**src/rtl/ray_column_rasterizer.sv**
```systemverilog
// ray_column_rasterizer
// Turns one DDA ray-column beat into SCREEN_H frame-buffer writes (one per
// screen row). Each write is ceiling, wall or floor. The write port is
// valid/ready backpressured. With NUM_BUF=2, writes go to the back buffer and
// the buffers swap at frame end. Beats whose column is out of range are dropped.
//
// Ports:
//   pixel_clk_in    sole clock
//   rst_in          asynchronous active-low reset
//   dda_tvalid_in   column beat valid
//   dda_tready_out  beat accepted when high together with valid
//   dda_tdata_in    {column, line_height, wall_type, side}, side at bit 0
//   dda_tlast_in    last column of the frame
//   wr_valid_out    frame-buffer write valid
//   wr_ready_in     frame buffer accepts write
//   wr_addr_out     buf*W*H + row*W + column
//   wr_data_out     pixel word
//   wr_last_out     final write of the frame
//   frame_done_out  one-cycle pulse after a frame's final write
//   front_buf_out   most recently completed buffer
//   col_err_out     one-cycle pulse when a beat is dropped
module ray_column_rasterizer #(
  parameter int SCREEN_W = 320,
  parameter int SCREEN_H = 180,
  parameter int COL_W    = 9,
  parameter int LH_W     = 10,
  parameter int TYPE_W   = 3,
  parameter int PIX_W    = 16,
  parameter int NUM_BUF  = 2,
  parameter logic [PIX_W-1:0] CEIL_PIX  = 16'h18C3,
  parameter logic [PIX_W-1:0] FLOOR_PIX = 16'h4208,
  localparam int TDATA_W = COL_W + LH_W + TYPE_W + 1,
  localparam int ADDR_W  = $clog2(NUM_BUF * SCREEN_W * SCREEN_H)
) (
  input  logic               pixel_clk_in,
  input  logic               rst_in,
  input  logic               dda_tvalid_in,
  output logic               dda_tready_out,
  input  logic [TDATA_W-1:0] dda_tdata_in,
  input  logic               dda_tlast_in,
  output logic               wr_valid_out,
  input  logic               wr_ready_in,
  output logic [ADDR_W-1:0]  wr_addr_out,
  output logic [PIX_W-1:0]   wr_data_out,
  output logic               wr_last_out,
  output logic               frame_done_out,
  output logic               front_buf_out,
  output logic               col_err_out
);

  localparam logic [1:0] S_IDLE  = 2'd0;
  localparam logic [1:0] S_SETUP = 2'd1;
  localparam logic [1:0] S_EMIT  = 2'd2;

  localparam int ROW_W = $clog2(SCREEN_H + 1);
  localparam int EXT_W = ((LH_W > ROW_W) ? LH_W : ROW_W) + 1;
  localparam logic [ROW_W-1:0]  H_ROWS     = ROW_W'(SCREEN_H);
  localparam logic [ROW_W-1:0]  ROW_MAX    = ROW_W'(SCREEN_H - 1);
  localparam logic [COL_W:0]    COL_LIM    = (COL_W + 1)'(SCREEN_W);
  localparam logic [ADDR_W-1:0] ROW_STRIDE = ADDR_W'(SCREEN_W);
  localparam logic [ADDR_W-1:0] BUF_SIZE   = ADDR_W'(SCREEN_W * SCREEN_H);

  // Clamp the line height to the screen height.
  function automatic logic [ROW_W-1:0] sat_lh(input logic [LH_W-1:0] lh);
    logic [EXT_W-1:0] ext;
    ext = EXT_W'(lh);
    if (ext > EXT_W'(SCREEN_H)) sat_lh = H_ROWS;
    else                        sat_lh = ROW_W'(lh);
  endfunction

  // Pixel for one row. 'wall' guards the lh=0 case, where the last wall row
  // would otherwise sit one below start.
  function automatic logic [PIX_W-1:0] pix_for(
    input logic [ROW_W-1:0]  row,
    input logic [ROW_W-1:0]  start,
    input logic [ROW_W-1:0]  last_row,
    input logic              wall,
    input logic              sd,
    input logic [TYPE_W-1:0] ty
  );
    logic [PIX_W-1:0] p;
    p              = '0;
    p[PIX_W-1]     = 1'b1;
    p[TYPE_W]      = sd;
    p[TYPE_W-1:0]  = ty;
    if (row < start)                pix_for = CEIL_PIX;
    else if (wall && row <= last_row) pix_for = p;
    else                            pix_for = FLOOR_PIX;
  endfunction

  logic [1:0]        state_q, state_d;
  logic [COL_W-1:0]  col_q, col_d;
  logic [LH_W-1:0]   lh_q, lh_d;
  logic [TYPE_W-1:0] type_q, type_d;
  logic              side_q, side_d;
  logic              last_q, last_d;
  logic [ROW_W-1:0]  row_q, row_d;
  logic [ROW_W-1:0]  start_q, start_d;
  logic [ROW_W-1:0]  lrow_q, lrow_d;
  logic              wall_q, wall_d;
  logic              wr_valid_q, wr_valid_d;
  logic [ADDR_W-1:0] wr_addr_q, wr_addr_d;
  logic [PIX_W-1:0]  wr_data_q, wr_data_d;
  logic              wr_last_q, wr_last_d;
  logic              frame_done_q, frame_done_d;
  logic              front_q, front_d;
  logic              back_q, back_d;
  logic              col_err_q, col_err_d;

  logic [COL_W-1:0]  beat_col;
  logic [ROW_W-1:0]  lh_c, start_c, lrow_c, row_nxt;
  logic              frame_end;

  assign beat_col = dda_tdata_in[TDATA_W-1 -: COL_W];
  assign lh_c     = sat_lh(lh_q);
  assign start_c  = (H_ROWS - lh_c) >> 1;
  assign lrow_c   = start_c + lh_c - ROW_W'(1);
  assign row_nxt  = row_q + ROW_W'(1);

  always_comb begin
    state_d      = state_q;
    col_d        = col_q;
    lh_d         = lh_q;
    type_d       = type_q;
    side_d       = side_q;
    last_d       = last_q;
    row_d        = row_q;
    start_d      = start_q;
    lrow_d       = lrow_q;
    wall_d       = wall_q;
    wr_valid_d   = wr_valid_q;
    wr_addr_d    = wr_addr_q;
    wr_data_d    = wr_data_q;
    wr_last_d    = wr_last_q;
    front_d      = front_q;
    back_d       = back_q;
    frame_done_d = 1'b0;
    col_err_d    = 1'b0;
    frame_end    = 1'b0;

    case (state_q)
      S_IDLE: begin
        if (dda_tvalid_in) begin
          if ({1'b0, beat_col} >= COL_LIM) begin
            // Dropped beat still closes the frame if it carries tlast.
            col_err_d = 1'b1;
            frame_end = dda_tlast_in;
          end else begin
            col_d   = beat_col;
            lh_d    = dda_tdata_in[TYPE_W+LH_W -: LH_W];
            type_d  = dda_tdata_in[TYPE_W:1];
            side_d  = dda_tdata_in[0];
            last_d  = dda_tlast_in;
            state_d = S_SETUP;
          end
        end
      end
      // ---- setup: wall span and row-0 write ----
      S_SETUP: begin
        start_d    = start_c;
        lrow_d     = lrow_c;
        wall_d     = (lh_c != '0);
        row_d      = '0;
        wr_addr_d  = (back_q ? BUF_SIZE : '0) + ADDR_W'(col_q);
        wr_data_d  = pix_for('0, start_c, lrow_c, (lh_c != '0), side_q, type_q);
        wr_last_d  = last_q && (ROW_MAX == '0);
        wr_valid_d = 1'b1;
        state_d    = S_EMIT;
      end
      // ---- emit: one write per row, advanced only on handshake ----
      S_EMIT: begin
        if (wr_ready_in) begin
          if (row_q == ROW_MAX) begin
            wr_valid_d = 1'b0;
            wr_last_d  = 1'b0;
            frame_end  = last_q;
            state_d    = S_IDLE;
          end else begin
            row_d     = row_nxt;
            wr_addr_d = wr_addr_q + ROW_STRIDE;
            wr_data_d = pix_for(row_nxt, start_q, lrow_q, wall_q, side_q, type_q);
            wr_last_d = last_q && (row_nxt == ROW_MAX);
          end
        end
      end
      default: state_d = S_IDLE;
    endcase

    if (frame_end) begin
      frame_done_d = 1'b1;
      front_d      = back_q;
      if (NUM_BUF == 2) back_d = ~back_q;
    end
  end

  always_ff @(posedge pixel_clk_in or negedge rst_in) begin
    if (!rst_in) begin
      state_q      <= S_IDLE;
      col_q        <= '0;
      lh_q         <= '0;
      type_q       <= '0;
      side_q       <= 1'b0;
      last_q       <= 1'b0;
      row_q        <= '0;
      start_q      <= '0;
      lrow_q       <= '0;
      wall_q       <= 1'b0;
      wr_valid_q   <= 1'b0;
      wr_addr_q    <= '0;
      wr_data_q    <= '0;
      wr_last_q    <= 1'b0;
      frame_done_q <= 1'b0;
      front_q      <= 1'b0;
      back_q       <= 1'b0;
      col_err_q    <= 1'b0;
    end else begin
      state_q      <= state_d;
      col_q        <= col_d;
      lh_q         <= lh_d;
      type_q       <= type_d;
      side_q       <= side_d;
      last_q       <= last_d;
      row_q        <= row_d;
      start_q      <= start_d;
      lrow_q       <= lrow_d;
      wall_q       <= wall_d;
      wr_valid_q   <= wr_valid_d;
      wr_addr_q    <= wr_addr_d;
      wr_data_q    <= wr_data_d;
      wr_last_q    <= wr_last_d;
      frame_done_q <= frame_done_d;
      front_q      <= front_d;
      back_q       <= back_d;
      col_err_q    <= col_err_d;
    end
  end

  assign dda_tready_out = (state_q == S_IDLE);
  assign wr_valid_out   = wr_valid_q;
  assign wr_addr_out    = wr_addr_q;
  assign wr_data_out    = wr_data_q;
  assign wr_last_out    = wr_last_q;
  assign frame_done_out = frame_done_q;
  assign front_buf_out  = front_q;
  assign col_err_out    = col_err_q;

endmodule

```
**config.mk**
```make
export PLATFORM = sky130hd
export DESIGN_NAME = ray_column_rasterizer
export DESIGN_NICKNAME = d
export VERILOG_FILES = /design/src/rtl/ray_column_rasterizer.sv
export SDC_FILE = /design/constraint.sdc
export NUM_CORES = 1
export LEC_CHECK = 0
export ABC_AREA = 1
export CORE_MARGIN = 1
export CORE_UTILIZATION = 35
export CTS_CLUSTER_SIZE = 30
export DETAILED_ROUTE_END_ITERATION = 8
export GPL_ROUTABILITY_DRIVEN = 0
export PLACE_DENSITY_LB_ADDON = 0.25
export SLEW_MARGIN = 5
export SYNTH_ARGS = -nofsm -noshare
export SYNTH_HDL_FRONTEND = slang
export SYNTH_SLANG_ARGS = --single-unit
```
**constraint.sdc**
```tcl
create_clock -name pixel_clk_in -period 3.1 [get_ports pixel_clk_in]
set_input_delay 0.62 -clock pixel_clk_in [delete_from_list [all_inputs] [get_ports pixel_clk_in]]
set_output_delay 0.62 -clock pixel_clk_in [all_outputs]
set_load 0.02 [all_outputs]
```
==> results of run 1 <==
## flip-flops by register name (all words and copies together) (netlist names)
name,flops
side_q,1
wr_valid_out,1
start_q,7
wr_addr_out,17
type_q,3
wall_q,1
lrow_q,8
back_q,1
wr_data_out,7
col_err_out,1
row_q,8
wr_last_out,1
lh_q,10
frame_done_out,1
front_buf_out,1
state_q,2
last_q,1
col_q,9
## layout make-up
class / instances / area [sq um]
fill: 1276 / 6780
multi-input combinational: 394 / 2200
sequential: 80 / 2000
timing repair buffer: 85 / 792
inverter: 83 / 317
clock buffer: 11 / 233
tap: 172 / 215
clock inverter: 5 / 78.8
## per-layer routing
metal | track usage (%) | share of wire (%) | wire length (microns)
met3 | 3.82 | 3.9 | 420
met1 | 23.5 | 48 | 5210
met2 | 27.3 | 47 | 5060
met4 | 5.90 | 0.66 | 71
met5 | 0 | 0 | 0
## repair_timing
item / in CTS / in global routing
setup endpoints to repair: 2 / 2
gates cloned: 0 / 0
pin swaps: 1 / 14
gates resized for setup: 3 / 32
setup buffers: 0 / 6
## Yosys cell counts
cell type  count
dfrtp_1       80
o21ai_1        3
nand2_4        1
xor2_1         6
o21ai_0       55
nand4_1        7
nor3_2         1
nor4_1         1
nand2_2        8
buf_2          2
a22oi_1        2
fa_1           1
nor2_4         2
o22ai_1        3
clkinv_1       1
nand3_1       29
a31oi_1        4
or2_1          1
o211ai_1       3
xnor2_1        2
ha_1          26
inv_1         80
nor2_2         2
nand3b_1       1
clkbuf_1      13
buf_6          1
nor3_1         4
a21boi_1       1
o2111ai_1      1
nor2_1        34
conb_1         1
nand2_1      156
nand3_2        3
o31ai_1        2
or2_2          2
o211ai_2       1
a211oi_1       1
buf_4          9
inv_2          2
a21oi_1       25
o41ai_1        1
## worst max-delay path: cells and delay by family (launching register included)
kind                     cells  cell delay (ns)
AND/OR/NAND/NOR             15             1.31
adder cells (fa/ha/maj)      3             0.68
flip-flops                   1             0.41
buffers and inverters        4             0.26
AO/OA/AOI/OAI                1             0.20
## worst paths after layout
path | startpoint | end | slack, ns
hold reg to reg | col_q[1]$_DFFE_PN0P_ | col_q[1]$_DFFE_PN0P_ | 0.47
setup reg to reg | lh_q[3]$_DFFE_PN0P_ | lrow_q[6]$_DFFE_PN0P_ | 0.17
max in group asynchronous | rst_in | wr_addr_out[4]$_DFFE_PN0P_ | 2.08
setup / recovery | lh_q[3]$_DFFE_PN0P_ | lrow_q[6]$_DFFE_PN0P_ | 0.17
hold / removal | rst_in | wr_addr_out[6]$_DFFE_PN0P_ | 0.32
min in group pixel_clk_in | col_q[1]$_DFFE_PN0P_ | col_q[1]$_DFFE_PN0P_ | 0.47
## kinds of logic after synthesis
group	Yosys count	share of synthesized area, %
and+or+nand+nor	252	24.1
buffers and inverters	108	9.94
AOI/OAI and AO/OA	102	12.3
DFF	80	44.3
adders and majority gates	27	7.64
xor gates and xnor gates	8	1.55
other	1	0.0830
## per-stage QoR
step	worst slack (ns)	util (%)	total power, mW
floorplan	0.00543	-	2.02
global placement	0.0715	42.6	2.42
detailed placement	-0.0854	42.6	2.45
CTS	0.0298	45.2	3.58
global route	-0.0186	46.3	3.79
finish	0.168	46.3	3.54
## power by group
group          leakage (nW)  internal, mW  switching [mW]  total (mW)
Clock                 0.154         0.706           0.412        1.12
Combinational          1.68         0.493           0.644        1.14
Sequential            0.968          1.17           0.120        1.29
==> reports/results.tsv, run 1 <==
stage	metric	value	unit
clock_tree	clk_latency	0.34	ns
setup_path	path_max_fanout	4	
clock_tree	path_clk_slew	0.06	ns
clock_tree	cts_htree_levels	3	
pwr	peakVddDrop	0.000246	V
layout	final_common_cell	nand2_1	
clock_tree	cts_made_buffers	9	
timing	whs	0.324	ns
setup_path	cp.arrival	3.16	ns
run_status	status	finished, final reports clean	
global_routing	antenna_found_initial	0	
timing	finClkSkew	0.0125	ns
timing	finalHoldViolCount	0	
clock_tree	clkSinkCount	80	
pwr	power_leakage	2.81	nW
routing	wl_per_cell	13.0	microns
pwr	power.density	606	nW/um^2
logic_synthesis	synthDistinctLibCells	41	
timing	max_clock_freq	341	MHz
place	portBuffers	61	
logic_synthesis	seq_area_frac_synth	44.3	%
timing	post-route-period-util	94.6	%
floorplanning	die_w	116	microns
setup_path	critPathLaunchType	flop	
setup_path	cp_slowest_cell	dfrtp_1	
routing	avgViaCountPerCell	4.70	
logic_synthesis	synth_warnings	0	
layout	layout_common_cells	147 x nand2_1, 78 x dfrtp_1, 72 x inv_1, 60 x clkdlybuf4s50_1, 53 x o21ai_0	
timing	slew_violations	0	
routing	vias	3900	
clock_tree	cts_root_buf	clkbuf_16	
place	hpwl	8040	microns
logic_synthesis	synth_top_area_cell	dfrtp_1	
layout	antenna_cells	0	
timing	worstMarginPinSlew	0.683	ns
routing	final_antenna_net_count	0	
logic_synthesis	syn_area_per_cell	7.82	sq um
setup_path	path_cells	inv_2 > nand2_1 > nor2_1 > nand3_1 > nand2_2 > nand2_2 > ha_4 > inv_4 > nand2_4 > nand2_4 > nand3_1 > nand2_2 > inv_1 > ha_1 > inv_2 > ha_4 > nand2_2 > nor2_1 > a211oi_1 > nand2_1 > or2_1 > nand3_1 > nand2_1	
layout	stdcell_count	830	
global_routing	grt_start_max_net_pins	52	
timing	period_needed	2.93	ns
setup_path	cp_data_required_time	3.33	ns
routing	drt_pass1_iterations	4	
routing	route.final.wire_length	10800	microns
floorplanning	ios	67	
logic_synthesis	yosysTopAreaCellShare	44.3	%
global_routing	grt_pass1_vias	3732	
floorplanning	die_area	13400	sq um
logic_synthesis	synth_area_leaders	dfrtp_1 44%, nand2_1 13%, ha_1 7.2%	
global_routing	grt_pass1_wl	17900	microns
setup_path	reg2regPathDepth	23	
timing	setup_viol	0	
floorplanning	core-area	12600	sq um
setup_path	end_kind	flop	
layout	area_growth_syn_to_layout	29.4	%
timing	grt_setup_unrepaired	yes	
logic_synthesis	synth_area	4520	sq um
timing	slew_headroom	54.5	%
clock_tree	cts_tree	done	
routing	drtIter0Drc	228	
clock_tree	clockBufferDepth	2	
setup_path	critPathKind	reg -> reg	
place	dpl.cell_count	808	
floorplanning	rows	41	
layout	design_area	5840	sq um
logic_synthesis	yosys_register_bits	80	
setup_path	crit_top_cell	nand2_2	
routing	drc	0	
flow_run	max_cap_violations	0	
layout	nNetsFinal	708	
place	post_dp_cell_area	5380	sq um
global_routing	gr-total-overflow	0	
logic_synthesis	syn_inst	578	
global_routing	track_usage	17.3	%
setup_path	max_stage_delay	0.41	ns
floorplanning	die_y	116	microns
timing	timing.setup.tns	0	ns
layout	layout-drive-gt1-share	13.7	%
floorplanning	initial_core_util	35.8	%
clock_tree	postCtsHoldBufs	0	
min_path	hp-class	in -> async	
Power figures use the tool's default switching activity.
==> run 2, diff against run 1 <==
--- a/config.mk
+++ b/config.mk
@@ -10,6 +10,7 @@
 export CORE_UTILIZATION = 35
 export CTS_CLUSTER_SIZE = 30
 export DETAILED_ROUTE_END_ITERATION = 8
+export DONT_BUFFER_PORTS = 1
 export GPL_ROUTABILITY_DRIVEN = 0
 export PLACE_DENSITY_LB_ADDON = 0.25
 export SLEW_MARGIN = 5
==> run 2 against run 1 <==
Compared with the run above: count of clock-buffer cells in the layout grew 2; sequential share of layout area grew 3.6 points; global-route usage grew 0.18 points; critical endpoint unchanged; cell count shrank 6.9%; sequential cell count is the same; sequential power grew 12%.
==> reports/results.tsv, run 2 (synthesis gave the netlist of run 1 again) <==
stage	metric	value	unit	change
clock_tree	clkSinkCount	80		unchanged
setup_path	cp_data_required_time	3.33	ns	about the same
global_routing	gr-total-overflow	0		unchanged
floorplanning	die_w	116	microns	unchanged
layout	largest_reg_flops	17		unchanged
timing	slew_headroom	51.0	%	-3.5 points
clock_tree	cts_root_buf	clkbuf_16		
timing	finalHoldViolCount	0		unchanged
min_path	hp-class	in -> async		
routing	final_antenna_net_count	0		unchanged
routing	vias	3698		-5.2%
setup_path	critPathKind	reg -> reg		
timing	finClkSkew	0.0113	ns	-0.00112 ns
floorplanning	rows	41		unchanged
floorplanning	die_y	116	microns	unchanged
routing	drc	0		unchanged
clock_tree	cts_made_buffers	9		unchanged
global_routing	grt_pass1_wl	18000	microns	+0.20%
timing	slew_violations	0		unchanged
setup_path	end_kind	flop		
pwr	swShare	35.3	%	+2.1 points
clock_tree	clockBufferDepth	2		unchanged
global_routing	track_usage	17.5	%	+0.18 points
setup_path	cp.arrival	3.19	ns	+0.03 ns
routing	wl_per_cell	14.0	microns	+7.9%
layout	layout-drive-gt1-share	14.8	%	+1.1 points
run_status	status	finished, final reports clean		
timing	period_needed	2.96	ns	+0.0317 ns
clock_tree	path_clk_slew	0.06	ns	about the same
layout	nNetsFinal	652		-7.9%
pwr	pwr-share-clk	33.0	%	+1.4 points
layout	area_growth_syn_to_layout	17.1	%	
routing	drtIter0Drc	182		-20%
pwr	p_switching	1.15	mW	-2.2%
timing	post-route-period-util	95.6	%	+1.0 points
place	portBuffers	0		-100%
clock_tree	cts_tree	done		
layout	final_common_cell	nand2_1		
pwr	p_seq_share	44.2	%	+7.9 points
pwr	power.density	617	nW/um^2	+1.8%
place	dpl.cell_count	745		-7.8%
routing	route.final.wire_length	10800	microns	+0.46%
floorplanning	die_area	13400	sq um	unchanged
setup_path	path_max_fanout	5		+1
floorplanning	ios	67		unchanged
timing	whs	0.173	ns	-0.151 ns
layout	stdcell_count	773		-6.9%
layout	antenna_cells	0		unchanged
setup_path	path_cells	inv_2 > nand2_1 > nor2_1 > nand3_1 > nand2_2 > nand2_2 > ha_4 > inv_4 > nand2_4 > nand2_4 > nand2_2 > nand2_2 > inv_2 > ha_4 > inv_2 > ha_4 > a21oi_2 > nor2_1 > a211oi_1 > nand2_1 > or2_1 > nand3_1 > nand2_1		
timing	setup_viol	0		unchanged
floorplanning	core-area	12600	sq um	unchanged
pwr	internal-power	2.11	mW	-11%
pwr	fin_total_pwr	3.26	mW	-7.9%
setup_path	crit_top_cell	nand2_2		
place	hpwl	7740	microns	-3.8%
layout	layout_common_cells	148 x nand2_1, 80 x dfrtp_1, 74 x inv_1, 53 x o21ai_0, 33 x nor2_1		
pwr	power_leakage	2.60	nW	-7.2%
clock_tree	clk_latency	0.34	ns	about the same
flow_run	max_cap_violations	0		unchanged
place	place_ws	-0.0874	ns	-0.00196 ns
routing	drt_pass1_iterations	6		+2
timing	max_clock_freq	337	MHz	-1.1%
global_routing	grt_pass1_vias	3570		-4.3%
clock_tree	cts_htree_levels	3		unchanged
global_routing	grt_start_max_net_pins	81		+56%
setup_path	max_stage_delay	0.39	ns	-0.02 ns
routing	avgViaCountPerCell	4.78		+1.8%
timing	worstMarginPinSlew	0.735	ns	+0.0526 ns
global_routing	antenna_found_initial	0		unchanged
timing	finalWorstSetupSlack	0.136	ns	-0.0317 ns
setup_path	critPathTopFamily	simple AND/OR/NAND/NOR gates		
pwr	combPwrFrac	22.8	%	-9.3 points
pwr	peakVddDrop	0.000285	V	+16%
setup_path	critPathLaunchType	flop		
setup_path	path_buf_inv	4		unchanged
floorplanning	initial_core_util	35.8	%	unchanged
setup_path	cp_slowest_cell	dfrtp_1		
==> run 2: stage by stage <==
step / setup TNS (ns) / utilization, % / instance area, sq um
detailed placement: -0.121 / 37.7 / 4750
global placement: 0 / 37.7 / 4750
CTS: 0 / 40.7 / 5130
finish: 0 / 41.9 / 5290
global route: -0.0893 / 41.9 / 5290
floorplan: 0 / - / 4550
==> run 2: layer usage <==
| layer | GRT usage [%] | share of wire [%] | up-vias |
|---|---|---|---|
| met3 | 3.77 | 5.4 | 20 |
| met1 | 24.4 | 48 | 1708 |
| met5 | 0 | 0 | - |
| met4 | 7.09 | 2.0 | 0 |
| met2 | 26.3 | 45 | 86 |
| li1 | - | - | 1884 |
==> run 2: path summary, 6_finish.rpt <==
kind,start,end,slack (ns),cells after the start
min in group pixel_clk_in,dda_tdata_in[12],lh_q[8]$_DFFE_PN0P_,0.41,2
max in group asynchronous,rst_in,col_q[7]$_DFFE_PN0P_,2.59,1
max reg2reg,lh_q[3]$_DFFE_PN0P_,lrow_q[6]$_DFFE_PN0P_,0.14,23
min,rst_in,row_q[7]$_DFFE_PN0P_,0.17,1
max,lh_q[3]$_DFFE_PN0P_,lrow_q[6]$_DFFE_PN0P_,0.14,23
min reg2reg,lh_q[8]$_DFFE_PN0P_,lh_q[8]$_DFFE_PN0P_,0.47,2
==> run 2: power by group through the flow <==
stage,Combinational [mW],Sequential [mW],Clock (mW)
2_1_floorplan,0.632,1.39,0
3_3_place_gp,0.694,1.46,0
3_5_place_dp,0.716,1.46,0
4_1_cts,0.747,1.44,1.11
5_1_grt,0.874,1.46,1.15
6_report,0.743,1.44,1.08
==> run 2: cell type report <==
cell class	count	area, sq um
Clock buffer	13	260
Clock inverter	2	38.8
Fill cell	1280	7330
Inverter	83	314
Multi-Input combinational cell	394	2220
Sequential cell	80	2000
Tap cell	172	215
Timing Repair Buffer	29	241
==> run 2: repair_timing <==
action | CTS | global route
pin swaps | 1 | 13
setup buffers | 5 | 7
hold endpoints to repair | 80 | 0
gates resized for setup | 4 | 28
setup endpoints to repair | 2 | 3
hold buffers | 1 | 0
==> run 3, diff against run 2 <==
--- a/config.mk
+++ b/config.mk
@@ -13,7 +13,7 @@
 export DONT_BUFFER_PORTS = 1
 export GPL_ROUTABILITY_DRIVEN = 0
 export PLACE_DENSITY_LB_ADDON = 0.25
-export SLEW_MARGIN = 5
+export SLEW_MARGIN = 40
 export SYNTH_ARGS = -nofsm -noshare
 export SYNTH_HDL_FRONTEND = slang
 export SYNTH_SLANG_ARGS = --single-unit
==> results of run 3 <==
Final layout, timing and power as in run 2 (identical DEF).
